[config.mk]
export PLATFORM = sky130hd
export DESIGN_NAME = sram_ins_fetch_queue_flat
export DESIGN_NICKNAME = d
export VERILOG_FILES = /design/src/rtl/sram_ins_fetch_queue_pkg.sv /design/src/rtl/sram_ins_fetch_queue_if.sv /design/src/rtl/sram_ins_fetch_queue_ins_fifo.sv /design/src/rtl/sram_ins_fetch_queue.sv /design/src/flat_wrapper.sv
export SDC_FILE = /design/constraint.sdc
export NUM_CORES = 1
export LEC_CHECK = 0
export BUFFER_PORTS_ARGS = -buffer_cell sky130_fd_sc_hd__buf_2
export CORE_MARGIN = 8
export CORE_UTILIZATION = 41
export CTS_BUF_LIST = sky130_fd_sc_hd__clkbuf_4
export DETAILED_ROUTE_END_ITERATION = 7
export PLACE_DENSITY = 0.67
export SKIP_LAST_GASP = 1
export SYNTH_ARGS = -nofsm -noshare
export SYNTH_HDL_FRONTEND = slang
export SYNTH_SLANG_ARGS = --single-unit
[constraint.sdc]
create_clock -name CLK -period 2.2 [get_ports CLK]
set_input_delay 0.22 -clock CLK [delete_from_list [all_inputs] [get_ports CLK]]
set_output_delay 0.22 -clock CLK [all_outputs]
set_load 0.1 [all_outputs]
[src/rtl/sram_ins_fetch_queue_pkg.sv]
// Shared types and constants for the SRAM instruction fetch queue:
// opcode fields, FSM states, queue-entry layout and word classification.
package sram_ins_fetch_queue_pkg;

  localparam int          NOTE_BIT        = 15;
  localparam logic [3:0]  OP_END          = 4'b0000;
  localparam logic [3:0]  OP_BPM          = 4'b0001;
  localparam logic [11:0] DEFAULT_BPM_VAL = 12'd96;

  typedef enum logic [2:0] {
    S_IDLE,
    S_ADDR,
    S_WAIT,
    S_CAPTURE,
    S_HALT
  } state_t;

  typedef enum logic [1:0] {
    W_NOTE,
    W_END,
    W_BPM,
    W_BAD
  } word_kind_t;

  typedef struct packed {
    logic [15:0] ins;
    logic [11:0] bpm;
  } ins_entry_t;

  function automatic word_kind_t classify(input logic [15:0] word);
    word_kind_t kind;
    if (word[NOTE_BIT])              kind = W_NOTE;
    else if (word[15:12] == OP_END)  kind = W_END;
    else if (word[15:12] == OP_BPM)  kind = W_BPM;
    else                             kind = W_BAD;
    return kind;
  endfunction

  // A zero tempo would stall the execute stage's beat timer forever.
  function automatic logic [11:0] clamp_bpm(input logic [11:0] value);
    return (value == 12'd0) ? 12'd1 : value;
  endfunction

endpackage

[src/rtl/sram_ins_fetch_queue_if.sv]
// Bus bundle of the fetch queue: SRAM read port, note pop handshake and status.
// master = the fetch queue itself, slave = SRAM plus execute stage side.
interface sram_ins_fetch_queue_if #(
  parameter int ADDR_W = 18
);
  logic              START;
  logic [ADDR_W-1:0] SRAM_A;
  logic              SRAM_OE;
  logic [15:0]       SRAM_D;
  logic              INS_VALID;
  logic              INS_READY;
  logic [15:0]       INS_DATA;
  logic [11:0]       INS_BPM;
  logic              DONE;
  logic              BAD_INS;

  modport master (
    input  START, SRAM_D, INS_READY,
    output SRAM_A, SRAM_OE, INS_VALID, INS_DATA, INS_BPM, DONE, BAD_INS
  );

  modport slave (
    output START, SRAM_D, INS_READY,
    input  SRAM_A, SRAM_OE, INS_VALID, INS_DATA, INS_BPM, DONE, BAD_INS
  );
endinterface

[src/rtl/sram_ins_fetch_queue_ins_fifo.sv]
// Synchronous DEPTH-entry FIFO of {note, tempo} entries with flush, count and
// a combinational head. Storage is not reset; only pointers and count are.
module sram_ins_fetch_queue_ins_fifo
  import sram_ins_fetch_queue_pkg::*;
#(
  parameter int DEPTH = 4
) (
  input  logic                     clk,
  input  logic                     rst,
  input  logic                     flush,
  input  logic                     push,
  input  ins_entry_t               push_entry,
  input  logic                     pop,
  output ins_entry_t               head,
  output logic [$clog2(DEPTH):0]   count
);
  localparam int PTR_W = $clog2(DEPTH);
  localparam int CNT_W = PTR_W + 1;

  ins_entry_t       mem_q [DEPTH];
  logic [PTR_W-1:0] wr_ptr_q, wr_ptr_d;
  logic [PTR_W-1:0] rd_ptr_q, rd_ptr_d;
  logic [CNT_W-1:0] count_q, count_d;
  logic             do_push, do_pop;

  always_comb begin
    do_push  = push && (count_q != CNT_W'(DEPTH)) && !flush;
    do_pop   = pop && (count_q != '0) && !flush;
    wr_ptr_d = wr_ptr_q;
    rd_ptr_d = rd_ptr_q;
    count_d  = count_q;
    if (flush) begin
      wr_ptr_d = '0;
      rd_ptr_d = '0;
      count_d  = '0;
    end else begin
      if (do_push) wr_ptr_d = wr_ptr_q + PTR_W'(1);
      if (do_pop)  rd_ptr_d = rd_ptr_q + PTR_W'(1);
      case ({do_push, do_pop})
        2'b10:   count_d = count_q + CNT_W'(1);
        2'b01:   count_d = count_q - CNT_W'(1);
        default: count_d = count_q;
      endcase
    end
  end

  always_ff @(posedge clk) begin
    if (rst) begin
      wr_ptr_q <= '0;
      rd_ptr_q <= '0;
      count_q  <= '0;
    end else begin
      wr_ptr_q <= wr_ptr_d;
      rd_ptr_q <= rd_ptr_d;
      count_q  <= count_d;
    end
  end

  always_ff @(posedge clk) begin
    if (do_push) mem_q[wr_ptr_q] <= push_entry;
  end

  assign head  = mem_q[rd_ptr_q];
  assign count = count_q;

endmodule

[src/rtl/sram_ins_fetch_queue.sv]
// Fetches music program words from async SRAM, tracks tempo and queues notes.
// Optional macro SRAM_INS_FETCH_HALT_ON_BAD_EN: a bad opcode halts like END.
module sram_ins_fetch_queue
  import sram_ins_fetch_queue_pkg::*;
#(
  parameter int          ADDR_W      = 18,
  parameter int          DEPTH       = 4,
  parameter int          WAIT_CYCLES = 2,
  parameter logic [11:0] DEFAULT_BPM = DEFAULT_BPM_VAL
) (
  input  logic                  CLK,
  input  logic                  RST,
  sram_ins_fetch_queue_if.master bus
);
  localparam int CNT_W  = $clog2(DEPTH) + 1;
  localparam int WCNT_W = $clog2(WAIT_CYCLES + 1);

  state_t            state_q, state_d;
  logic [ADDR_W-1:0] pc_q, pc_d;
  logic [ADDR_W-1:0] sram_a_q, sram_a_d;
  logic              sram_oe_q, sram_oe_d;
  logic [11:0]       tempo_q, tempo_d;
  logic              bad_q, bad_d;
  logic [WCNT_W-1:0] wait_cnt_q, wait_cnt_d;

  logic              fifo_push, fifo_pop, fifo_flush;
  ins_entry_t        push_entry, head;
  logic [CNT_W-1:0]  fifo_count;
  logic              ins_valid;

  sram_ins_fetch_queue_ins_fifo #(
    .DEPTH (DEPTH)
  ) u_ins_fifo (
    .clk        (CLK),
    .rst        (RST),
    .flush      (fifo_flush),
    .push       (fifo_push),
    .push_entry (push_entry),
    .pop        (fifo_pop),
    .head       (head),
    .count      (fifo_count)
  );

  assign ins_valid = (fifo_count != '0);
  assign fifo_pop  = ins_valid && bus.INS_READY;

  always_comb begin
    state_d    = state_q;
    pc_d       = pc_q;
    tempo_d    = tempo_q;
    bad_d      = bad_q;
    wait_cnt_d = wait_cnt_q;
    fifo_push  = 1'b0;
    fifo_flush = 1'b0;
    push_entry = '{ins: bus.SRAM_D, bpm: tempo_q};

    case (state_q)
      S_IDLE: begin
        if (bus.START) state_d = S_ADDR;
      end
      // Only launch a read when the eventual push is guaranteed a free slot.
      S_ADDR: begin
        if (fifo_count < CNT_W'(DEPTH)) begin
          state_d    = S_WAIT;
          wait_cnt_d = '0;
        end
      end
      S_WAIT: begin
        if (wait_cnt_q == WCNT_W'(WAIT_CYCLES - 1)) state_d = S_CAPTURE;
        else                                        wait_cnt_d = wait_cnt_q + WCNT_W'(1);
      end
      S_CAPTURE: begin
        pc_d    = pc_q + ADDR_W'(1);
        state_d = S_ADDR;
        case (classify(bus.SRAM_D))
          W_NOTE:  fifo_push = 1'b1;
          W_BPM:   tempo_d   = clamp_bpm(bus.SRAM_D[11:0]);
          W_END:   state_d   = S_HALT;
          default: begin
            bad_d = 1'b1;
`ifdef SRAM_INS_FETCH_HALT_ON_BAD_EN
            state_d = S_HALT;
`else
            state_d = S_ADDR;
`endif
          end
        endcase
      end
      S_HALT: begin
        if (bus.START) begin
          fifo_flush = 1'b1;
          pc_d       = '0;
          tempo_d    = DEFAULT_BPM;
          bad_d      = 1'b0;
          state_d    = S_ADDR;
        end
      end
      default: state_d = S_IDLE;
    endcase

    // Address is latched on entry to ADDR and held through WAIT/CAPTURE.
    sram_a_d  = (state_d == S_ADDR) ? pc_d : sram_a_q;
    sram_oe_d = !(state_d inside {S_ADDR, S_WAIT, S_CAPTURE});
  end

  always_ff @(posedge CLK) begin
    if (RST) begin
      state_q    <= S_IDLE;
      pc_q       <= '0;
      sram_a_q   <= '0;
      sram_oe_q  <= 1'b1;
      tempo_q    <= DEFAULT_BPM;
      bad_q      <= 1'b0;
      wait_cnt_q <= '0;
    end else begin
      state_q    <= state_d;
      pc_q       <= pc_d;
      sram_a_q   <= sram_a_d;
      sram_oe_q  <= sram_oe_d;
      tempo_q    <= tempo_d;
      bad_q      <= bad_d;
      wait_cnt_q <= wait_cnt_d;
    end
  end

  assign bus.SRAM_A    = sram_a_q;
  assign bus.SRAM_OE   = sram_oe_q;
  assign bus.INS_VALID = ins_valid;
  assign bus.INS_DATA  = ins_valid ? head.ins : 16'h0000;
  assign bus.INS_BPM   = ins_valid ? head.bpm : DEFAULT_BPM;
  assign bus.DONE      = (state_q == S_HALT) && !ins_valid;
  assign bus.BAD_INS   = bad_q;

endmodule
[src/flat_wrapper.sv]
// flat-port wrapper written by rule: the top's interface ports become plain ports
module sram_ins_fetch_queue_flat import sram_ins_fetch_queue_pkg::*;
#(
  parameter int          ADDR_W      = 18,
  parameter int          DEPTH       = 4,
  parameter int          WAIT_CYCLES = 2,
  parameter logic [11:0] DEFAULT_BPM = DEFAULT_BPM_VAL
)
  (CLK, RST, bus_START, bus_SRAM_D, bus_INS_READY, bus_SRAM_A, bus_SRAM_OE, bus_INS_VALID, bus_INS_DATA, bus_INS_BPM, bus_DONE, bus_BAD_INS);
  sram_ins_fetch_queue_if #(.ADDR_W(ADDR_W)) bus_i ();
  input  logic CLK;
  input  logic RST;
  input wire logic [$bits(bus_i.START)-1:0] bus_START;
  input wire logic [$bits(bus_i.SRAM_D)-1:0] bus_SRAM_D;
  input wire logic [$bits(bus_i.INS_READY)-1:0] bus_INS_READY;
  output wire logic [$bits(bus_i.SRAM_A)-1:0] bus_SRAM_A;
  output wire logic [$bits(bus_i.SRAM_OE)-1:0] bus_SRAM_OE;
  output wire logic [$bits(bus_i.INS_VALID)-1:0] bus_INS_VALID;
  output wire logic [$bits(bus_i.INS_DATA)-1:0] bus_INS_DATA;
  output wire logic [$bits(bus_i.INS_BPM)-1:0] bus_INS_BPM;
  output wire logic [$bits(bus_i.DONE)-1:0] bus_DONE;
  output wire logic [$bits(bus_i.BAD_INS)-1:0] bus_BAD_INS;
  assign bus_i.START = bus_START;
  assign bus_i.SRAM_D = bus_SRAM_D;
  assign bus_i.INS_READY = bus_INS_READY;
  assign bus_SRAM_A = bus_i.SRAM_A;
  assign bus_SRAM_OE = bus_i.SRAM_OE;
  assign bus_INS_VALID = bus_i.INS_VALID;
  assign bus_INS_DATA = bus_i.INS_DATA;
  assign bus_INS_BPM = bus_i.INS_BPM;
  assign bus_DONE = bus_i.DONE;
  assign bus_BAD_INS = bus_i.BAD_INS;
  sram_ins_fetch_queue #(.ADDR_W(ADDR_W), .DEPTH(DEPTH), .WAIT_CYCLES(WAIT_CYCLES), .DEFAULT_BPM(DEFAULT_BPM)) u_core (.CLK(CLK), .RST(RST), .bus(bus_i));
endmodule
==> impl_metrics.json, run 1 <==
{
  "cpMaxStageDelayCell": "mux4_2",
  "clock_path_buffers": 2,
  "hp-class": "in -> reg",
  "dieHeight_um": 148,
  "finalCriticalPeriod_ns": 2.27,
  "synth_seq_cells": 176,
  "synth.area.top_cells": "edfxtp_1 (47%), dfxtp_1 (18%), mux4_2 (8.8%)",
  "postSynth.asyncResetShare_pct": 0,
  "max_cap_violations": 0,
  "num_rows": 48,
  "ant_nets": 0,
  "synth_top_area_cell": "edfxtp_1",
  "fin_nets": 658,
  "max_stage_delay_ns": 0.51,
  "yosysTopAreaCellShare_pct": 46.9,
  "p_leak_uw": 0.00315,
  "grt_pass1_wl_um": 25900,
  "critPathLaunchType": "flop",
  "cts_max_level": 4,
  "multi_input_area_um2": 2470,
  "synth.distinct_cells": 58,
  "vdd_drop_max_mv": 0.535,
  "die_area_um2": 22000,
  "yosysMostFrequentCell": "edfxtp_1",
  "cts_buffers": 17,
  "first_pass_iters": 4,
  "r2r_cells": 9,
  "syn_nets": 544,
  "hold_depth": 4,
  "coreArea_um2": 17200,
  "wl_per_cell_um": 18.3,
  "crit_path_end_kind": "primary output",
  "avgViaCountPerCell": 5.37,
  "drtIter0Drc": 350,
  "avgSynthCellArea_um2": 13.9,
  "synthFlopType": "edfxtp_1",
  "final-max-slew-violation-count": 0,
  "crit_chain": "buf_8, mux4_2, and2_4, buf_12",
  "preCtsSetupSlack_ns": 0.0528,
  "vias": 4664,
  "power_uw": 6290,
  "synthCells": 516,
  "rsz0062_at_grt": "yes",
  "cts-root-buf": "clkbuf_4",
  "dieWidth_um": 148,
  "fin_setup_tns_ns": -1.00,
  "finClkSkew_ns": 0.0213,
  "r2r-start": "u_core.u_ins_fifo.count[1]",
  "whs_ns": 0.0737,
  "fillers": 1494,
  "grt_pass1_vias": 4892,
  "n_antenna_cell": 0,
  "min_from": "bus_INS_READY",
  "min_delay_worst_endpoint": "u_core.u_ins_fifo.rd_ptr_q[1]",
  "initial_core_util_pct": 41.7,
  "ioPinCount": 70,
  "cp_max_fo": 7,
  "yosys_warnings": 0,
  "violations": "negative setup slack",
  "drc": 0,
  "yosysSeqAreaShare_pct": 64.8,
  "place.port_buffers": 69,
  "cts.clk_slew.worst_paths_ns": 0.14,
  "tightestPinTransition_ns": 1.02,
  "grt_max_degree": 30,
  "timing.final.ws_setup_ns": -0.0709,
  "r2r_slack_ns": 0.02,
  "relSlewSlack_pct": 31.1,
  "synthTopCellsByCount": "edfxtp_1 (112), dfxtp_1 (64), nor2_1 (56), and2_1 (34), mux4_2 (28)",
  "wl_um": 15800,
  "antenna_found_initial": 0,
  "timing.rr.end": "u_core.u_ins_fifo.count[2]",
  "synth_edf_count": 112,
  "period_share_pct": 103,
  "grt_usage_pct": 15.0,
  "setup_violations": 25,
  "seqCellArea_um2": 4650,
  "place_congestion": 0.815,
  "overflow": 0,
  "clkSinkCount": 176,
  "critPathRequiredTime_ns": 1.98,
  "cp.arrival_ns": 2.05,
  "power_density_nw_per_um2": 693,
  "drive_gt1_share_pct": 33.9,
  "dpl.hpwl_um": 10600,
  "clock_latency_ns": 0.56,
  "syn_area_um2": 7170,
  "area_growth_pct": 26.7,
  "max_freq_mhz": 440,
  "status": "complete, but fails checks",
  "setup.worst_path.class": "reg -> out",
  "cts_tree": "yes",
  "hold_violations": 0
}
[flip-flops by register name (all words and copies together) (netlist names), named ones only]
name,count
u_core.u_ins_fifo.mem_q,112
u_core.bus.SRAM_A,18
u_core.pc_q,18
u_core.tempo_q,12
u_core.state_q,3
u_core.u_ins_fifo.count,3
u_core.u_ins_fifo.rd_ptr_q,2
u_core.u_ins_fifo.wr_ptr_q,2
u_core.wait_cnt_q,2
u_core.bus.BAD_INS,1
u_core.bus.SRAM_OE,1
[how the worst max path moves through the flow]
| stage | startpoint | to | slack, ns | depth (start not counted) |
|---|---|---|---|---|
| after detailed placement | u_core.u_ins_fifo.count[1] | u_core.u_ins_fifo.count[2] | 0.05 | 9 |
| after floorplan | u_core.u_ins_fifo.count[2] | u_core.u_ins_fifo.count[2] | 0.004 | 10 |
| after global routing | flop | bus_INS_DATA[10] | -0.19 | 4 |
| after global placement | u_core.u_ins_fifo.count[1] | u_core.u_ins_fifo.count[2] | 0.12 | 9 |
| final | flop | bus_INS_DATA[14] | -0.07 | 4 |
| after CTS | flop | bus_INS_DATA[14] | -0.14 | 4 |
[where the power goes]
group          total, uW  leakage, uW  switching [uW]  internal [uW]
clock network       1940     0.000168            1210            733
logic                788      0.00144             558            229
registers           3560      0.00154            29.7           3530
total               6290      0.00315            1800           4500
[stage by stage]
stage / utilization (%) / instances / cell area, um2
floorplan: - / 516 / 7220
global placement: 46.6 / 816 / 8010
detailed placement: 46.6 / 816 / 8010
CTS: 52.7 / 867 / 9050
global route: 52.9 / 868 / 9080
finish: 52.9 / 868 / 9080
[worst max-delay path, delay by kind of cell, from the launching register on]
| family | cells | cell delay (ns) |
|---|---|---|
| multiplexers | 1 | 0.51 |
| buffers and inverters | 2 | 0.34 |
| flip-flops | 1 | 0.47 |
| AND/OR/NAND/NOR | 1 | 0.19 |
[layer usage]
metal	GRT usage, %	wire, um	vias to the layer above
met5	0	0	-
li1	-	-	2203
met3	3.46	700	16
met2	26.2	8230	117
met1	17.9	6690	2328
met4	4.84	219	0
[logic make-up after synthesis]
logic type | after synthesis | synth area share [%]
flops | 176 | 64.8
compound gates | 75 | 7.42
simple gates | 175 | 13.6
xor+xnor | 5 | 0.611
fa+ha+maj | 8 | 1.50
buf+inv | 43 | 2.34
mux | 34 | 9.74
[final cells by class]
cell class | instances | area share, %
flip-flops and latches | 176 | 51.2
clock inverters | 15 | 2.18
clock buffers | 17 | 1.41
well taps | 225 | 3.10
multi-input cells | 297 | 27.2
inverters | 14 | 0.606
repair buffers | 124 | 14.3
[what timing repair did]
action,4_1_cts,5_1_grt
setup endpoints to repair,30,30
pin swaps,0,1
hold endpoints to repair,75,0
resized for setup,152,6
setup buffers,1,1
hold buffers,18,0
[cell usage in the layout, fill, tap and decap left out, types with 3 or more instances in the layout]
cell type / Yosys / final
nor3_1: 12 / 10
ha_1: 7 / 6
dfxtp_1: 64 / 60
inv_1: 14 / 12
a22oi_1: 9 / 9
clkbuf_4: 0 / 17
dfxtp_2: 0 / 3
buf_4: 0 / 32
and3_1: 6 / 5
dlygate4sd3_1: 0 / 18
and2_1: 34 / 8
nand4_1: 3 / 3
nand3_1: 6 / 6
nor4_1: 7 / 7
nand2_1: 17 / 17
or4_1: 3 / 3
nand4bb_1: 3 / 3
o211ai_1: 6 / 6
a311oi_1: 3 / 3
and4_1: 3 / 3
inv_8: 0 / 3
or3_1: 5 / 5
a21oi_1: 22 / 22
and2_4: 0 / 26
nor2_1: 56 / 56
clkinv_8: 0 / 3
buf_8: 0 / 4
o21ai_0: 5 / 5
mux2_2: 6 / 6
nor2b_1: 4 / 4
mux4_2: 28 / 28
buf_12: 0 / 31
edfxtp_1: 112 / 112
a211oi_1: 12 / 12
xor2_1: 4 / 4
clkinv_4: 0 / 3
buf_2: 5 / 39
No activity file was read; power rests on OpenSTA's default activity.
==> inputs of run 2 (changes only) <==
--- a/config.mk
+++ b/config.mk
@@ -7,11 +7,12 @@
 export LEC_CHECK = 0
 export BUFFER_PORTS_ARGS = -buffer_cell sky130_fd_sc_hd__buf_2
 export CORE_MARGIN = 8
-export CORE_UTILIZATION = 41
+export CORE_UTILIZATION = 55
 export CTS_BUF_LIST = sky130_fd_sc_hd__clkbuf_4
 export DETAILED_ROUTE_END_ITERATION = 7
-export PLACE_DENSITY = 0.67
+export PLACE_DENSITY = 0.84
 export SKIP_LAST_GASP = 1
 export SYNTH_ARGS = -nofsm -noshare
 export SYNTH_HDL_FRONTEND = slang
+export SYNTH_HIERARCHICAL = 1
 export SYNTH_SLANG_ARGS = --single-unit
==> run 2 against run 1 <==
- combinational power is 28% lower
- area after synthesis is 0.44% lower
- count of clock-buffer cells in the layout stayed put
- hold slack better by 0.041 ns
- power is 7.1% lower
- sequential power hardly changed
- first-iteration DRC count is 9.7% higher
- sequential share of layout area is 1.1 points higher
- the run still ends with negative setup slack left
- final cell count is 7.9% lower
==> impl_metrics.json, run 2 <==
{
  "timing.final.ws_setup_ns": -0.0780,
  "rsz0062_at_grt": "yes",
  "dpl.hpwl_um": 9710,
  "avgSynthCellArea_um2": 14.4,
  "place_area_um2": 7890,
  "ant_nets": 0,
  "max_freq_mhz": 439,
  "yosysMostFrequentCell": "edfxtp_1",
  "final-max-slew-violation-count": 0,
  "syn_nets": 524,
  "drtIter0Drc": 384,
  "path_depth": 5,
  "cts_tree": "yes",
  "cp.arrival_ns": 2.06,
  "postLayoutCellArea_um2": 8900,
  "place_congestion": 0.820,
  "cp_num_buf_inv": 3,
  "vias": 4573,
  "crit_path_end_kind": "primary output",
  "r2r-start": "u_core/u_ins_fifo/count[2]",
  "cts-root-buf": "clkbuf_4",
  "crit_chain": "buf_4, buf_12, mux4_2, and2_4, buf_12",
  "wl_um": 15700,
  "clock_latency_ns": 0.56,
  "antenna_found_initial": 0,
  "grt_pass1_wl_um": 24500,
  "max_cap_violations": 0,
  "cts_buffers": 17,
  "synth_top_family_by_area": "simple AND/OR/NAND/NOR gates",
  "postSynth.asyncResetShare_pct": 0,
  "tightestPinTransition_ns": 0.569,
  "layout_commonest_cell": "edfxtp_1",
  "largest_reg_flops": 112,
  "cpMaxStageDelayCell": "mux4_2",
  "yosys_warnings": 6,
  "first_pass_iters": 5,
  "n_antenna_cell": 0,
  "synthTopCellsByCount": "edfxtp_1 (112), dfxtp_1 (64), nor2_1 (56), and2_1 (30), mux4_2 (28)",
  "r2r_cells": 9,
  "timing.rr.end": "u_core/u_ins_fifo/count[2]",
  "yosysSeqAreaShare_pct": 65.1,
  "overflow": 0,
  "synth_adder_area_share_pct": 1.51,
  "cts_max_level": 4,
  "finClkSkew_ns": 0.0156,
  "synthFlopType": "edfxtp_1",
  "synth-compound-area-share_pct": 6.49,
  "r2r_slack_ns": -0.03,
  "period_share_pct": 104,
  "synth_seq_cells": 176,
  "num_rows": 41,
  "fin_setup_tns_ns": -1.13,
  "drive_gt1_share_pct": 36.8,
  "coreArea_um2": 12700,
  "clock_path_buffers": 2,
  "vdd_drop_max_mv": 0.429,
  "drc": 0,
  "synth_xor_area_share_pct": 0.982,
  "max_stage_delay_ns": 0.50,
  "hold_violations": 0,
  "mostFrequentLayoutCells": "edfxtp_1 (112), dfxtp_1 (57), nor2_1 (55), buf_2 (40)",
  "ioPinCount": 70,
  "wl_per_cell_um": 19.6,
  "avgViaCountPerCell": 5.72,
  "status": "complete, but fails checks",
  "yosysTopAreaCellShare_pct": 47.1,
  "cts.clk_slew.worst_paths_ns": 0.14,
  "dieWidth_um": 130,
  "cp_max_fo": 5,
  "grt_usage_pct": 19.3,
  "hp-class": "in -> reg",
  "synth.area.top_cells": "edfxtp_1 (47%), dfxtp_1 (18%), mux4_2 (8.8%)",
  "top_register": "u_core/u_ins_fifo/mem_q",
  "finalCriticalPeriod_ns": 2.28,
  "critPathLaunchType": "flop",
  "synth_top_area_cell": "edfxtp_1",
  "syn_area_um2": 7140,
  "fin_nets": 642,
  "critPathCapture": "bus_INS_BPM[9]",
  "clkSinkCount": 176,
  "die_area_um2": 16900,
  "setup_violations": 25,
  "synth_edf_count": 112,
  "relSlewSlack_pct": 61.8,
  "power_density_nw_per_um2": 656,
  "initial_core_util_pct": 56.3,
  "path_delay_family": "multiplexers",
  "dieHeight_um": 130,
  "setup.worst_path.class": "reg -> out",
  "grt_pass1_vias": 4785,
  "p_leak_uw": 0.00313,
  "place.port_buffers": 69,
  "synth.distinct_cells": 63,
  "synthCells": 496,
  "grt_max_degree": 31,
  "critPathRequiredTime_ns": 1.98,
  "violations": "negative setup slack",
  "synth.area.mux_share_pct": 10.5,
  "timing.critical_path.mode_cell": "buf_12",
  "area_growth_pct": 24.8,
  "synth_simple_gate_area_share_pct": 12.8
}
run 2: changes by cell type after synthesis, sizes merged, moves of 5 or more:
cell / change
clkbuf: -14
mux2i: +6
buf: +9
a21oi: -5
o21ai: +7
inv: -5
o211ai: -6
run 2: per-stage QoR:
| step | cells | hold WS (ns) | utilization (%) | worst slack [ns] | power, uW |
|---|---|---|---|---|---|
| 4_1_cts | 797 | 0.0612 | 69.6 | -0.122 | 5870 |
| 2_1_floorplan | 496 | 0.305 | - | -0.0959 | 4030 |
| 6_report | 799 | 0.115 | 70.3 | -0.0780 | 5840 |
| 5_1_grt | 799 | 0.0628 | 70.3 | -0.166 | 6040 |
| 3_3_place_gp | 741 | 0.444 | 62.3 | 0.0592 | 4130 |
| 3_5_place_dp | 741 | 0.463 | 62.3 | -0.00249 | 4140 |
run 2: worst min-delay path by stage:
stage / slack, ns / to / cells after the start / start
floorplan: 0.30 / u_core/state_q[1] / 1 / RST
global placement: 0.44 / u_core/bus.SRAM_A[3] / 2 / u_core/bus.SRAM_A[3]
detailed placement: 0.46 / u_core/bus.SRAM_A[7] / 1 / u_core/bus.SRAM_A[7]
CTS: 0.06 / u_core/state_q[2] / 3 / bus_START
global route: 0.06 / u_core/state_q[2] / 3 / bus_START
finish: 0.11 / u_core/state_q[2] / 3 / bus_START
run 2: per-layer routing:
metal,GRT usage (%),share of wire (%),vias to the layer above
met5,0,0,-
met4,6.63,1.7,0
met3,4.86,6.4,22
met2,35.5,53,168
met1,21.3,39,2271
li1,-,-,2112
run 2: cells by family after synthesis:
| kind of cell | Yosys count |
|---|---|
| muxes | 39 |
| buffers and inverters | 35 |
| adders and majority gates | 8 |
| and+or+nand+nor | 166 |
| DFF | 176 |
| AOI/OAI and AO/OA | 64 |
| xor gates and xnor gates | 8 |
run 2: cell type report:
| type | count | area, um2 |
|---|---|---|
| Timing Repair Buffer | 123 | 1270 |
| Tap cell | 172 | 215 |
| Clock inverter | 15 | 145 |
| Fill cell | 769 | 3770 |
| Multi-Input combinational cell | 285 | 2440 |
| Sequential cell | 176 | 4660 |
| Clock buffer | 17 | 128 |
| Inverter | 11 | 48.8 |
run 2: repair_timing:
item | 4_1_cts | 5_1_grt
resized for setup | 108 | 29
hold buffers | 17 | 0
endpoints found under the setup margin | 30 | 30
pin swaps | 3 | 6
cloned | 2 | 0
hold endpoints to repair | 77 | 0
setup buffers | 5 | 4
run 2: report_power, final:
| group | leakage [uW] | switching, uW | total (uW) | internal, uW |
|---|---|---|---|---|
| logic | 0.00145 | 418 | 564 | 145 |
| registers | 0.00154 | 21.0 | 3550 | 3530 |
| clock network | 0.000139 | 1070 | 1730 | 664 |
run 2: tightest hold or removal path, stage by stage:
cell,delay (ns)
buf_2,0.15
a2bb2oi_4,0.19
nor2_1,0.08
